[config.mk]
export PLATFORM = sky130hd
export DESIGN_NAME = adc_spi_responder
export DESIGN_NICKNAME = d
export VERILOG_FILES = /design/src/rtl/adc_spi_responder.sv
export SDC_FILE = /design/constraint.sdc
export NUM_CORES = 1
export LEC_CHECK = 0
export CORE_ASPECT_RATIO = 1.25
export CORE_MARGIN = 4
export CORE_UTILIZATION = 59
export CTS_BUF_LIST = sky130_fd_sc_hd__clkbuf_8
export DETAILED_ROUTE_END_ITERATION = 10
export PLACE_DENSITY = 0.84
export RECOVER_POWER = 25
export SLEW_MARGIN = 15
export SYNTH_ARGS = -nofsm -noshare
export SYNTH_HDL_FRONTEND = slang
export SYNTH_SLANG_ARGS = --single-unit
[constraint.sdc]
create_clock -name clk -period 9.7 [get_ports clk]
set_clock_uncertainty 0.2 [all_clocks]
set_input_delay 1.455 -clock clk [delete_from_list [all_inputs] [get_ports clk]]
set_output_delay 1.455 -clock clk [all_outputs]
set_load 0.01 [all_outputs]
[src/rtl/adc_spi_responder.sv]
// adc_spi_responder
// Emulates the board's 4-channel, 12-bit serial ADC on the SPI bus so that
// sensor-driven logic can run against controlled sample values. The SPI pins
// are oversampled on the internal clock. Each frame receives a start bit, a
// mode bit and a 3-bit address. It then returns a null bit followed by the
// selected sample, MSB first.
//
// Ports:
//   clk         system clock; all SPI pins are oversampled on it
//   rst_n       asynchronous active-low reset
//   sclk        SPI serial clock from the initiator (asynchronous)
//   cs_n        chip select, active low (asynchronous)
//   din         serial command data, changes on sclk falling edges
//   ch0..ch3    sample values presented for channels 0..3
//   dout        serial sample data, updated after a synchronized sclk rise
//   dout_oe     high while a frame is active (synchronized cs_n low)
//   frame_done  one-clk pulse after a well-formed frame ends
//   last_addr   address decoded in the most recent frame
//   err         one-clk pulse on a malformed frame
module adc_spi_responder #(
   parameter int SYNC_STAGES = 2,
   parameter int DATA_W      = 12,
   parameter int NUM_CH      = 4
) (
   input  logic              clk,
   input  logic              rst_n,
   input  logic              sclk,
   input  logic              cs_n,
   input  logic              din,
   input  logic [DATA_W-1:0] ch0,
   input  logic [DATA_W-1:0] ch1,
   input  logic [DATA_W-1:0] ch2,
   input  logic [DATA_W-1:0] ch3,
   output logic              dout,
   output logic              dout_oe,
   output logic              frame_done,
   output logic [2:0]        last_addr,
   output logic              err
);

   localparam logic [1:0] IDLE  = 2'd0;
   localparam logic [1:0] CMD   = 2'd1;
   localparam logic [1:0] XFER  = 2'd2;
   localparam logic [1:0] DRAIN = 2'd3;

   localparam logic [4:0] R_NULL = 5'd5;
   localparam logic [4:0] R_LAST = 5'(5 + DATA_W);
   localparam logic [3:0] NUM_CH_L = 4'(NUM_CH);

   logic [SYNC_STAGES-1:0] sclk_sync, cs_sync, din_sync;
   logic                   sclk_prev, cs_prev;
   logic                   sclk_s, cs_s, din_s;
   logic                   sclk_rise, cs_fall, cs_rise;

   logic [1:0]        state;
   logic [4:0]        r_cnt, r_sat;
   logic [DATA_W-1:0] shift_reg;
   logic [2:0]        addr;
   logic              mode;
   logic              load_pend;
   logic              frame_bad;
   logic              xfer_done;

   logic [DATA_W-1:0] ch_sel, ch_pair, load_val;
   logic [DATA_W:0]   diff;

   // Synchronizers and edge-history flops. The cs_n chain resets to 0
   // (looks "selected"). If the initiator holds cs_n low through reset, no
   // false falling edge appears. The next real frame starts only after
   // cs_n has been seen high and then low again.
   always_ff @(posedge clk or negedge rst_n) begin
      if (!rst_n) begin
         sclk_sync <= '0;
         cs_sync   <= '0;
         din_sync  <= '0;
         sclk_prev <= 1'b0;
         cs_prev   <= 1'b0;
      end else begin
         sclk_sync <= {sclk_sync[SYNC_STAGES-2:0], sclk};
         cs_sync   <= {cs_sync[SYNC_STAGES-2:0], cs_n};
         din_sync  <= {din_sync[SYNC_STAGES-2:0], din};
         sclk_prev <= sclk_s;
         cs_prev   <= cs_s;
      end
   end

   assign sclk_s    = sclk_sync[SYNC_STAGES-1];
   assign cs_s      = cs_sync[SYNC_STAGES-1];
   assign din_s     = din_sync[SYNC_STAGES-1];
   assign sclk_rise = sclk_s & ~sclk_prev;
   assign cs_fall   = ~cs_s & cs_prev;
   assign cs_rise   = cs_s & ~cs_prev;
   assign r_sat     = (r_cnt == 5'd31) ? 5'd31 : r_cnt + 5'd1;
   assign dout_oe   = ~cs_s & (state != IDLE);

   // Sample selection. The pseudo-differential result is computed one bit
   // wider so a negative difference shows up in the top bit and clamps to 0.
   always_comb begin
      ch_sel  = '0;
      ch_pair = '0;
      case (addr[1:0])
         2'd0: begin ch_sel = ch0; ch_pair = ch1; end
         2'd1: begin ch_sel = ch1; ch_pair = ch0; end
         2'd2: begin ch_sel = ch2; ch_pair = ch3; end
         default: begin ch_sel = ch3; ch_pair = ch2; end
      endcase
      diff = {1'b0, ch_sel} - {1'b0, ch_pair};
      if ({1'b0, addr} >= NUM_CH_L)
         load_val = '0;
      else if (mode)
         load_val = ch_sel;
      else if (diff[DATA_W])
         load_val = '0;
      else
         load_val = diff[DATA_W-1:0];
   end

   // Frame FSM. A cs_n rise always ends the frame, whatever the state. It
   // pulses frame_done for a completed error-free frame, or err for an
   // aborted frame that has not already flagged an error. The shift register
   // loads one clk after the last address bit, well before the next sclk
   // rise, so channel inputs are sampled only at that point.
   always_ff @(posedge clk or negedge rst_n) begin
      if (!rst_n) begin
         state      <= IDLE;
         r_cnt      <= '0;
         shift_reg  <= '0;
         addr       <= '0;
         mode       <= 1'b0;
         load_pend  <= 1'b0;
         frame_bad  <= 1'b0;
         xfer_done  <= 1'b0;
         dout       <= 1'b0;
         frame_done <= 1'b0;
         err        <= 1'b0;
         last_addr  <= '0;
      end else begin
         frame_done <= 1'b0;
         err        <= 1'b0;
         if (cs_rise) begin
            state     <= IDLE;
            dout      <= 1'b0;
            load_pend <= 1'b0;
            if (state != IDLE) begin
               if (xfer_done) begin
                  if (!frame_bad)
                     frame_done <= 1'b1;
               end else if (!frame_bad) begin
                  err <= 1'b1;
               end
            end
         end else begin
            if (sclk_rise && state != IDLE)
               r_cnt <= r_sat;
            case (state)
               IDLE: begin
                  dout <= 1'b0;
                  if (cs_fall) begin
                     state     <= CMD;
                     r_cnt     <= '0;
                     addr      <= '0;
                     mode      <= 1'b0;
                     load_pend <= 1'b0;
                     frame_bad <= 1'b0;
                     xfer_done <= 1'b0;
                  end
               end
               CMD: begin
                  if (load_pend) begin
                     load_pend <= 1'b0;
                     shift_reg <= load_val;
                     last_addr <= addr;
                     state     <= XFER;
                     if ({1'b0, addr} >= NUM_CH_L) begin
                        err       <= 1'b1;
                        frame_bad <= 1'b1;
                     end
                  end else if (sclk_rise) begin
                     case (r_cnt)
                        5'd0: begin
                           if (!din_s) begin
                              err       <= 1'b1;
                              frame_bad <= 1'b1;
                              state     <= DRAIN;
                           end
                        end
                        5'd1: mode <= din_s;
                        5'd2, 5'd3: addr <= {addr[1:0], din_s};
                        5'd4: begin
                           addr      <= {addr[1:0], din_s};
                           load_pend <= 1'b1;
                        end
                        default: ;
                     endcase
                  end
               end
               XFER: begin
                  if (sclk_rise) begin
                     if (r_cnt == R_NULL) begin
                        dout <= 1'b0;
                     end else begin
                        dout      <= shift_reg[DATA_W-1];
                        shift_reg <= {shift_reg[DATA_W-2:0], 1'b0};
                        if (r_cnt == R_LAST) begin
                           state     <= DRAIN;
                           xfer_done <= 1'b1;
                        end
                     end
                  end
               end
               default: begin
                  if (sclk_rise)
                     dout <= 1'b0;
               end
            endcase
         end
      end
   end

endmodule

==> impl_metrics.yaml, run 1 <==
final_layout:
  multi_input_area_um2: 2120
  layout_common_cells: "clkdlybuf4s50_1, dfrtp_1, nor2_1, nand2_1, inv_1"
  syn_to_final_growth_pct: 19.2
  diodes: 0
  drive_gt1_share_pct: 10.2
  fin_nets: 458
  layout.area.seq_um2: 1000
  stdcell_count: 448
  fin_area_um2: 3990
  final_common_cell: "clkdlybuf4s50_1"
  fill_cells: 408
  fin_util_pct: 72.8
  largest_reg_flops: 12
clock_network:
  clk_pin_slew_ns: 0.09
  cts_buffer_depth: 2
  cts_tree: "built"
  cts_root_buf: "clkbuf_8"
  clk_latency_ns: 0.30
  holdBufCountCts: 0
  cts_resized: 0
  post_cts_buffers: 0
  cts-htree-levels: 2
  numCtsBuffers: 5
  cts.sinks: 40
die:
  dieArea_um2: 6950
  die_h_um: 92.2
  coreArea_um2: 5480
  std_cell_rows: 30
  io_pins: 60
  start_util_pct: 61.1
  die_w_um: 75.4
setup_path:
  crit_type: "input port to flip-flop"
  max_stage_delay_ns: 0.47
  crit_slowest_cell: "mux4_2"
  end_kind: "flip-flop"
  crit_chain: "clkdlybuf4s50_1 -> mux4_2 -> ha_1 -> fa_1 -> nand2b_1 -> a21oi_1 -> a31oi_1 -> o21ai_2 -> nand2_1 -> o21ai_0"
  crit_arrival_ns: 4.24
  setup.worst_path.start_class: "input port"
  crit_required_ns: 9.71
  cp_max_fo: 9
  reg2reg_from: "addr[1]"
  crit_path_start: "ch2[0]"
sta:
  slew_viol_final: 41
  rsz0062_at_grt: "false"
  max_slew_margin_pct: -39.4
  fin_crit_ns: 4.22
  worst_slack_ns: 5.48
  finalCritPeriodShare_pct: 43.6
  setup_tns_ns: 0
  max_freq_ghz: 0.237
  worst_pin_slew_ns: 2.09
  hold_violations: 0
  setup_viol: 0
power:
  p_seq_share_pct: 23.9
  power_switching_share_pct: 44.0
  p_comb_share_pct: 63.7
  power_density_nw_per_um2: 243
  p_sw_w: 0.000427
  ir_drop_mv: 0.116
  p_int_w: 0.000543
  cellLeakagePower_nw: 1.70
  pwr-share-clk_pct: 12.4
detailed_routing:
  vias: 2796
  first_pass_iters: 5
  final_antenna_net_count: 0
  drtIter0Drc: 162
  vias_per_cell: 6.24
  wl_per_cell_um: 16.2
  post-route-drc-count: 0
  routed_wl_um: 7280
logic_synthesis:
  avgSynthCellArea_um2: 10.0
  synth_enable_flop_cells: 0
  synth_seq_area_share_pct: 29.9
  synth-seq-cells: 40
  synthArstFlopShare_pct: 100
  synth_area_leader_cell: "dfrtp_1"
  ys_top_cells_by_area: "dfrtp_1, mux4_2, ha_1"
  yosysWarningCount: 0
  syn_nets: 408
  synth_cells: 333
  netlist.area_leader.share_pct: 29.9
  synthFlopType: "dfrtp_1"
  netlist_area_um2: 3350
  ys_types: 62
worst_hold_path:
  hold_start: "din_sync[0]"
  hold_class: "flip-flop to flip-flop"
global_routing:
  overflow: 0
  grt_pass1_vias: 2786
  grt_pass1_wl_um: 12100
  grt.total_usage_pct: 22.2
  antenna_found_initial: 0
  grt_max_degree: 41
place:
  dp_cells: 440
  port_buffers: 59
  dp_hpwl_um: 5660
  dpl-instance-area_um2: 3890
  pre_cts_ws_ns: 5.14
  gp_congestion: 0.836
run_status:
  status: "complete, but fails checks"
  violations: "max-capacitance violations, max-slew violations"
flow_run:
  max-cap-violations: 1
cells in the mapped netlist, drive strengths merged (5+ instances only):
master,count
nor2b,6
buf,12
dfrtp,40
o21ai,22
ha,21
inv,26
nand2b,7
nor2,28
a21oi,20
mux4,24
xor2,6
nand2,28
mux2i,7
a221oi,10
a21o,7
nor3,5
clkbuf,5
worst paths after layout:
path / endpoint / slack (ns) / depth (start not counted)
setup / recovery: shift_reg[2] / 5.48 / 10
hold / removal: din_sync[1] / 0.15 / 0
setup reg to reg: shift_reg[2] / 6.08 / 9
hold reg to reg: din_sync[1] / 0.15 / 0
max in group asynchronous: shift_reg[10] / 6.55 / 1
min in group asynchronous: state[0] / 1.54 / 1
critical path: cells and delay by family:
kind	cells	cell delay [ns]
adders and majority gates	2	0.62
muxes	1	0.47
AOI/OAI and AO/OA	4	0.94
and+or+nand+nor	2	0.35
buffers and inverters	1	0.41
metal layers:
| layer | up-vias | routed length, um | GRT usage (%) |
|---|---|---|---|
| li1 | 1337 | - | - |
| met2 | 84 | 3920 | 41.0 |
| met1 | 1357 | 2830 | 24.5 |
| met3 | 18 | 330 | 2.85 |
| met5 | - | 0 | 0 |
| met4 | 0 | 192 | 8.89 |
per-stage QoR:
step / total power [W] / hold slack [ns]
5_1_grt: 0.00105 / 0.168
3_3_place_gp: 0.000827 / 0.135
3_5_place_dp: 0.000848 / 0.149
2_1_floorplan: 0.000733 / 0.131
6_report: 0.000970 / 0.155
4_1_cts: 0.000971 / 0.159
kinds of logic after synthesis:
kind of cell               synth area share [%]
muxes                                      20.4
buffers and inverters                      6.73
xor gates and xnor gates                   2.62
and+or+nand+nor                            15.1
adders and majority gates                  8.45
AOI/OAI and AO/OA                          16.8
DFF                                        29.9
power groups by stage:
stage	sequential (W)	combinational, W	clock [W]
finish	0.000232	0.000617	0.000120
global route	0.000238	0.000685	0.000128
CTS	0.000232	0.000617	0.000122
detailed placement	0.000235	0.000613	0
global placement	0.000233	0.000594	0
floorplan	0.000210	0.000523	0
final cells by class:
class,count,area share [%]
multi-input combinational,250,53.2
sequential,40,25.1
timing repair buffer,60,14.8
inverter,26,2.45
clock buffer,6,2.07
tap,64,2.01
clock inverter,2,0.377
Note: power is estimated with default switching activity, not from simulation.
==> run 2, diff against run 1 <==
- CORE_UTILIZATION: 59 -> 50
- PLACE_DENSITY: 0.84 -> 0.76
- clock period: 9.7 -> 3.76 ns (I/O delays scaled with it)
==> impl_metrics.yaml, run 2 (same netlist as run 1, synthesis figures left out) <==
power:
  cellLeakagePower_nw: 1.75
  power_density_nw_per_um2: 624
  ir_drop_mv: 0.325
global_routing:
  grt_pass1_vias: 2958
  grt.total_usage_pct: 19.8
  grt_max_degree: 41
  met2_usage_pct: 36.7
  overflow: 0
  grt_pass1_wl_um: 12800
  grt_use_met3_pct: 2.63
  grtUsageMet1_pct: 22.3
  top_usage_layer: "met2"
  antenna_found_initial: 0
place:
  gp_congestion: 0.815
  dp_hpwl_um: 5930
  port_buffers: 59
  dp_cells: 471
detailed_routing:
  drtIter0Drc: 132
  routed_wl_um: 7290
  post-route-drc-count: 0
  final_antenna_net_count: 0
  vias_per_cell: 5.89
  first_pass_iters: 4
  wl_per_cell_um: 15.2
  vias: 2823
clock_network:
  cts.sinks: 40
  clk_pin_slew_ns: 0.08
  cts_resized: 0
  numCtsBuffers: 5
  post_cts_buffers: 0
  clk_latency_ns: 0.30
  holdBufCountCts: 0
  cts_buffer_depth: 2
  cts-htree-levels: 2
  cts_tree: "built"
  cts_root_buf: "clkbuf_8"
setup_path:
  max_stage_delay_ns: 0.62
  reg2reg_from: "addr[0]"
  setup.worst_path.start_class: "flip-flop"
  cp_max_fo: 9
  end_kind: "flip-flop"
  crit_slowest_cell: "dfrtp_1"
  crit_type: "flip-flop to flip-flop"
  crit_arrival_ns: 3.40
  crit_path_start: "addr[0]"
  crit_chain: "buf_4 -> mux4_1 -> inv_1 -> ha_1 -> fa_1 -> nand2b_1 -> a21oi_1 -> a31oi_1 -> o21bai_1 -> xnor2_1 -> a221oi_1"
  crit_required_ns: 3.76
sta:
  slew_viol_final: 41
  max_slew_margin_pct: -37.5
  max_freq_ghz: 0.294
  setup_viol: 0
  hold_violations: 0
  fin_crit_ns: 3.40
  rsz0062_at_grt: "false"
  finalCritPeriodShare_pct: 90.4
  worst_pin_slew_ns: 2.06
  setup_tns_ns: 0
run_status:
  violations: "max-capacitance violations, max-slew violations"
  status: "complete, but fails checks"
final_layout:
  final_common_cell: "clkdlybuf4s50_1"
  fin_nets: 466
  diodes: 0
  largest_reg_flops: 12
  layout_common_cells: "clkdlybuf4s50_1, dfrtp_1, nor2_1, nand2_1, inv_1"
  drive_gt1_share_pct: 12.0
  syn_to_final_growth_pct: 21.8
  stdcell_count: 479
  fill_cells: 569
die:
  start_util_pct: 51.3
  std_cell_rows: 33
  coreArea_um2: 6520
  dieArea_um2: 8070
  die_h_um: 99.5
  die_w_um: 81.2
  io_pins: 60
worst_hold_path:
  hold_class: "flip-flop to flip-flop"
  hold_start: "din_sync[0]"
flow_run:
  max-cap-violations: 1
[run 2: cell types whose count changed in the layout (fill, tap and decap cells not counted), sizes merged]
| cell | before | now |
|---|---|---|
| clkinvlp | 2 | 0 |
| clkinv | 0 | 1 |
| buf | 1 | 9 |
| inv | 26 | 27 |
[run 2: metrics by stage]
step / utilization, % / power [W] / worst slack, ns / area, um^2 / hold WS [ns]
floorplan: - / 0.00189 / 0.422 / 3350 / 0.0684
global placement: 61.0 / 0.00219 / 0.214 / 3980 / 0.140
detailed placement: 61.0 / 0.00224 / 0.125 / 3980 / 0.136
CTS: 62.5 / 0.00255 / 0.314 / 4080 / 0.162
global route: 62.5 / 0.00278 / 0.0942 / 4080 / 0.168
finish: 62.5 / 0.00254 / 0.362 / 4080 / 0.160
[run 2: where the power goes]
part | internal, W | switching (W) | total (W)
Clock | 0.000150 | 0.000155 | 0.000305
Sequential | 0.000494 | 0.0000975 | 0.000591
Combinational | 0.000797 | 0.000850 | 0.00165
Total | 0.00144 | 0.00110 | 0.00254
[run 2: worst paths after layout]
check	endpoint	slack, ns	cells past startpoint
max	shift_reg[10]	0.36	11
min	din_sync[1]	0.16	0
max reg2reg	shift_reg[10]	0.36	11
min reg2reg	din_sync[1]	0.16	0
max in group asynchronous	err	1.53	1
min in group asynchronous	din_sync[1]	0.65	1
[run 2: area by class of cell]
| cell class | count | area, um^2 | area share (%) |
|---|---|---|---|
| clock buffers | 6 | 82.6 | 2.03 |
| multi-input cells | 250 | 2120 | 52.0 |
| clock inverters | 2 | 13.8 | 0.338 |
| repair buffers | 68 | 652 | 16.0 |
| flip-flops and latches | 40 | 1000 | 24.6 |
| inverters | 26 | 97.6 | 2.39 |
| well taps | 87 | 109 | 2.67 |
[run 2: worst max-delay path, delay by kind of cell, from the launching register on]
family	cells	cell delay (ns)
flip-flops	1	0.62
AO/OA/AOI/OAI	4	0.84
XOR/XNOR	1	0.13
buffers and inverters	2	0.38
multiplexers	1	0.62
AND/OR/NAND/NOR	1	0.11
adder cells (fa/ha/maj)	2	0.41
[run 2: routing by layer]
| metal | vias up | part of all wire [%] | wire length, um |
|---|---|---|---|
| met2 | 89 | 53 | 3870 |
| li1 | 1359 | - | - |
| met5 | - | 0 | 0 |
| met3 | 15 | 4.7 | 343 |
| met4 | 0 | 2.6 | 189 |
| met1 | 1360 | 40 | 2880 |
==> run 3, diff against run 2 <==
- CTS_BUF_LIST: sky130_fd_sc_hd__clkbuf_8 -> sky130_fd_sc_hd__clkbuf_4
==> impl_metrics.yaml, run 3 (same netlist as run 1, synthesis figures left out) <==
die:
  io_pins: 60
  die_h_um: 99.5
  dieArea_um2: 8070
  die_w_um: 81.2
  start_util_pct: 51.3
  coreArea_um2: 6520
  std_cell_rows: 33
global_routing:
  grt.total_usage_pct: 19.7
  grt_pass1_vias: 2931
  grtUsageMet1_pct: 22.5
  antenna_found_initial: 0
  met2_usage_pct: 36.6
  top_usage_layer: "met2"
  grt_max_degree: 41
  grt_use_met3_pct: 2.54
  grt_pass1_wl_um: 12600
  overflow: 0
run_status:
  status: "complete, but fails checks"
  violations: "max-capacitance violations, max-slew violations"
final_layout:
  drive_gt1_share_pct: 11.7
  stdcell_count: 479
  layout_common_cells: "clkdlybuf4s50_1, dfrtp_1, nor2_1, nand2_1, inv_1"
  fin_util_pct: 61.8
  largest_reg_flops: 12
  fin_nets: 466
  syn_to_final_growth_pct: 20.6
  final_common_cell: "clkdlybuf4s50_1"
  diodes: 0
power:
  p_comb_share_pct: 67.0
  power_switching_share_pct: 44.6
  p_int_w: 0.00136
  ir_drop_mv: 0.322
  power_density_nw_per_um2: 610
  pwr-share-clk_pct: 8.9
  p_sw_w: 0.00110
  cellLeakagePower_nw: 1.74
  p_seq_share_pct: 24.0
setup_path:
  r2r_cells: 11
  max_stage_delay_ns: 0.64
  crit_required_ns: 3.83
  setup.worst_path.start_class: "flip-flop"
  reg2reg_from: "addr[0]"
  crit_arrival_ns: 3.49
  end_kind: "flip-flop"
  crit_chain: "buf_4 -> mux4_1 -> inv_1 -> ha_1 -> fa_1 -> nand2b_1 -> a21oi_1 -> a31oi_1 -> o21bai_1 -> xnor2_1 -> a221oi_1"
  timing.rr.end: "shift_reg[10]"
  rrSetupSlack_ns: 0.34
  crit_slowest_cell: "dfrtp_1"
  cp_max_fo: 9
  crit_type: "flip-flop to flip-flop"
sta:
  setup_tns_ns: 0
  setup_viol: 0
  fin_crit_ns: 3.42
  worst_pin_slew_ns: 2.11
  worst_slack_ns: 0.343
  rsz0062_at_grt: "false"
  max_freq_ghz: 0.293
  finalCritPeriodShare_pct: 90.9
  max_slew_margin_pct: -40.4
  slew_viol_final: 41
  hold_violations: 0
clock_network:
  cts_resized: 0
  cts.sinks: 40
  cts_buffer_depth: 2
  cts-htree-levels: 2
  cts_tree: "built"
  cts_root_buf: "clkbuf_4"
  clk_pin_slew_ns: 0.13
  holdBufCountCts: 0
  post_cts_buffers: 0
  clk_latency_ns: 0.36
  numCtsBuffers: 5
worst_hold_path:
  min_path_cells: 0
  hold_start: "cs_sync[0]"
  hold_class: "flip-flop to flip-flop"
  whs_endpoint: "cs_sync[1]"
place:
  pre_cts_ws_ns: 0.125
  dp_hpwl_um: 5930
  port_buffers: 59
  dp_cells: 471
  gp_congestion: 0.815
flow_run:
  max-cap-violations: 1
detailed_routing:
  post-route-drc-count: 0
  wl_per_cell_um: 15.3
  routed_wl_um: 7320
  vias: 2798
  drtIter0Drc: 163
  first_pass_iters: 4
  vias_per_cell: 5.84
  final_antenna_net_count: 0
==> run 3: cell types whose count changed in the layout (fill, tap and decap cells not counted) <==
cell | before | now
clkinv_1 | 0 | 1
clkbuf_8 | 6 | 0
clkbuf_4 | 0 | 5
==> run 3: metal layers <==
layer	vias up	wire (um)
met3	12	298
met4	0	165
met5	-	0
met1	1352	2930
met2	79	3920
li1	1355	-
==> run 3: final cells by class <==
class	instances	area, um^2
Fill cell	584	2490
Timing Repair Buffer	68	652
Clock inverter	3	17.5
Clock buffer	5	37.5
Tap cell	87	109
Inverter	26	97.6
Multi-Input combinational cell	250	2120
Sequential cell	40	1000
==> run 3: per-stage QoR <==
stage / power (W) / hold slack [ns] / instance area [um^2]
2_1_floorplan: 0.00189 / 0.0684 / 3350
3_3_place_gp: 0.00219 / 0.140 / 3980
3_5_place_dp: 0.00224 / 0.136 / 3980
4_1_cts: 0.00246 / 0.135 / 4040
5_1_grt: 0.00269 / 0.182 / 4030
6_report: 0.00246 / 0.170 / 4030
==> run 3: power groups by stage <==
stage,sequential [W],combinational [W],clock [W]
CTS,0.000590,0.00165,0.000223
floorplan,0.000542,0.00135,0
finish,0.000591,0.00165,0.000220
detailed placement,0.000598,0.00164,0
global route,0.000602,0.00184,0.000241
global placement,0.000594,0.00159,0
==> run 3: worst max path at each step <==
stage	start	end	cells after the start
3_3_place_gp	ch1[5]	shift_reg[10]	9
4_1_cts	addr[0]	shift_reg[2]	9
2_1_floorplan	addr[0]	shift_reg[10]	12
5_1_grt	addr[0]	shift_reg[10]	11
6_report	addr[0]	shift_reg[10]	11
3_5_place_dp	ch1[6]	shift_reg[2]	9
==> run 3: critical path: cells and delay by family (launching register included) <==
kind	cells	cell delay, ns
muxes	1	0.61
and+or+nand+nor	1	0.11
buffers and inverters	2	0.38
adders and majority gates	2	0.41
AOI/OAI and AO/OA	4	0.84
xor gates and xnor gates	1	0.13
DFF	1	0.64
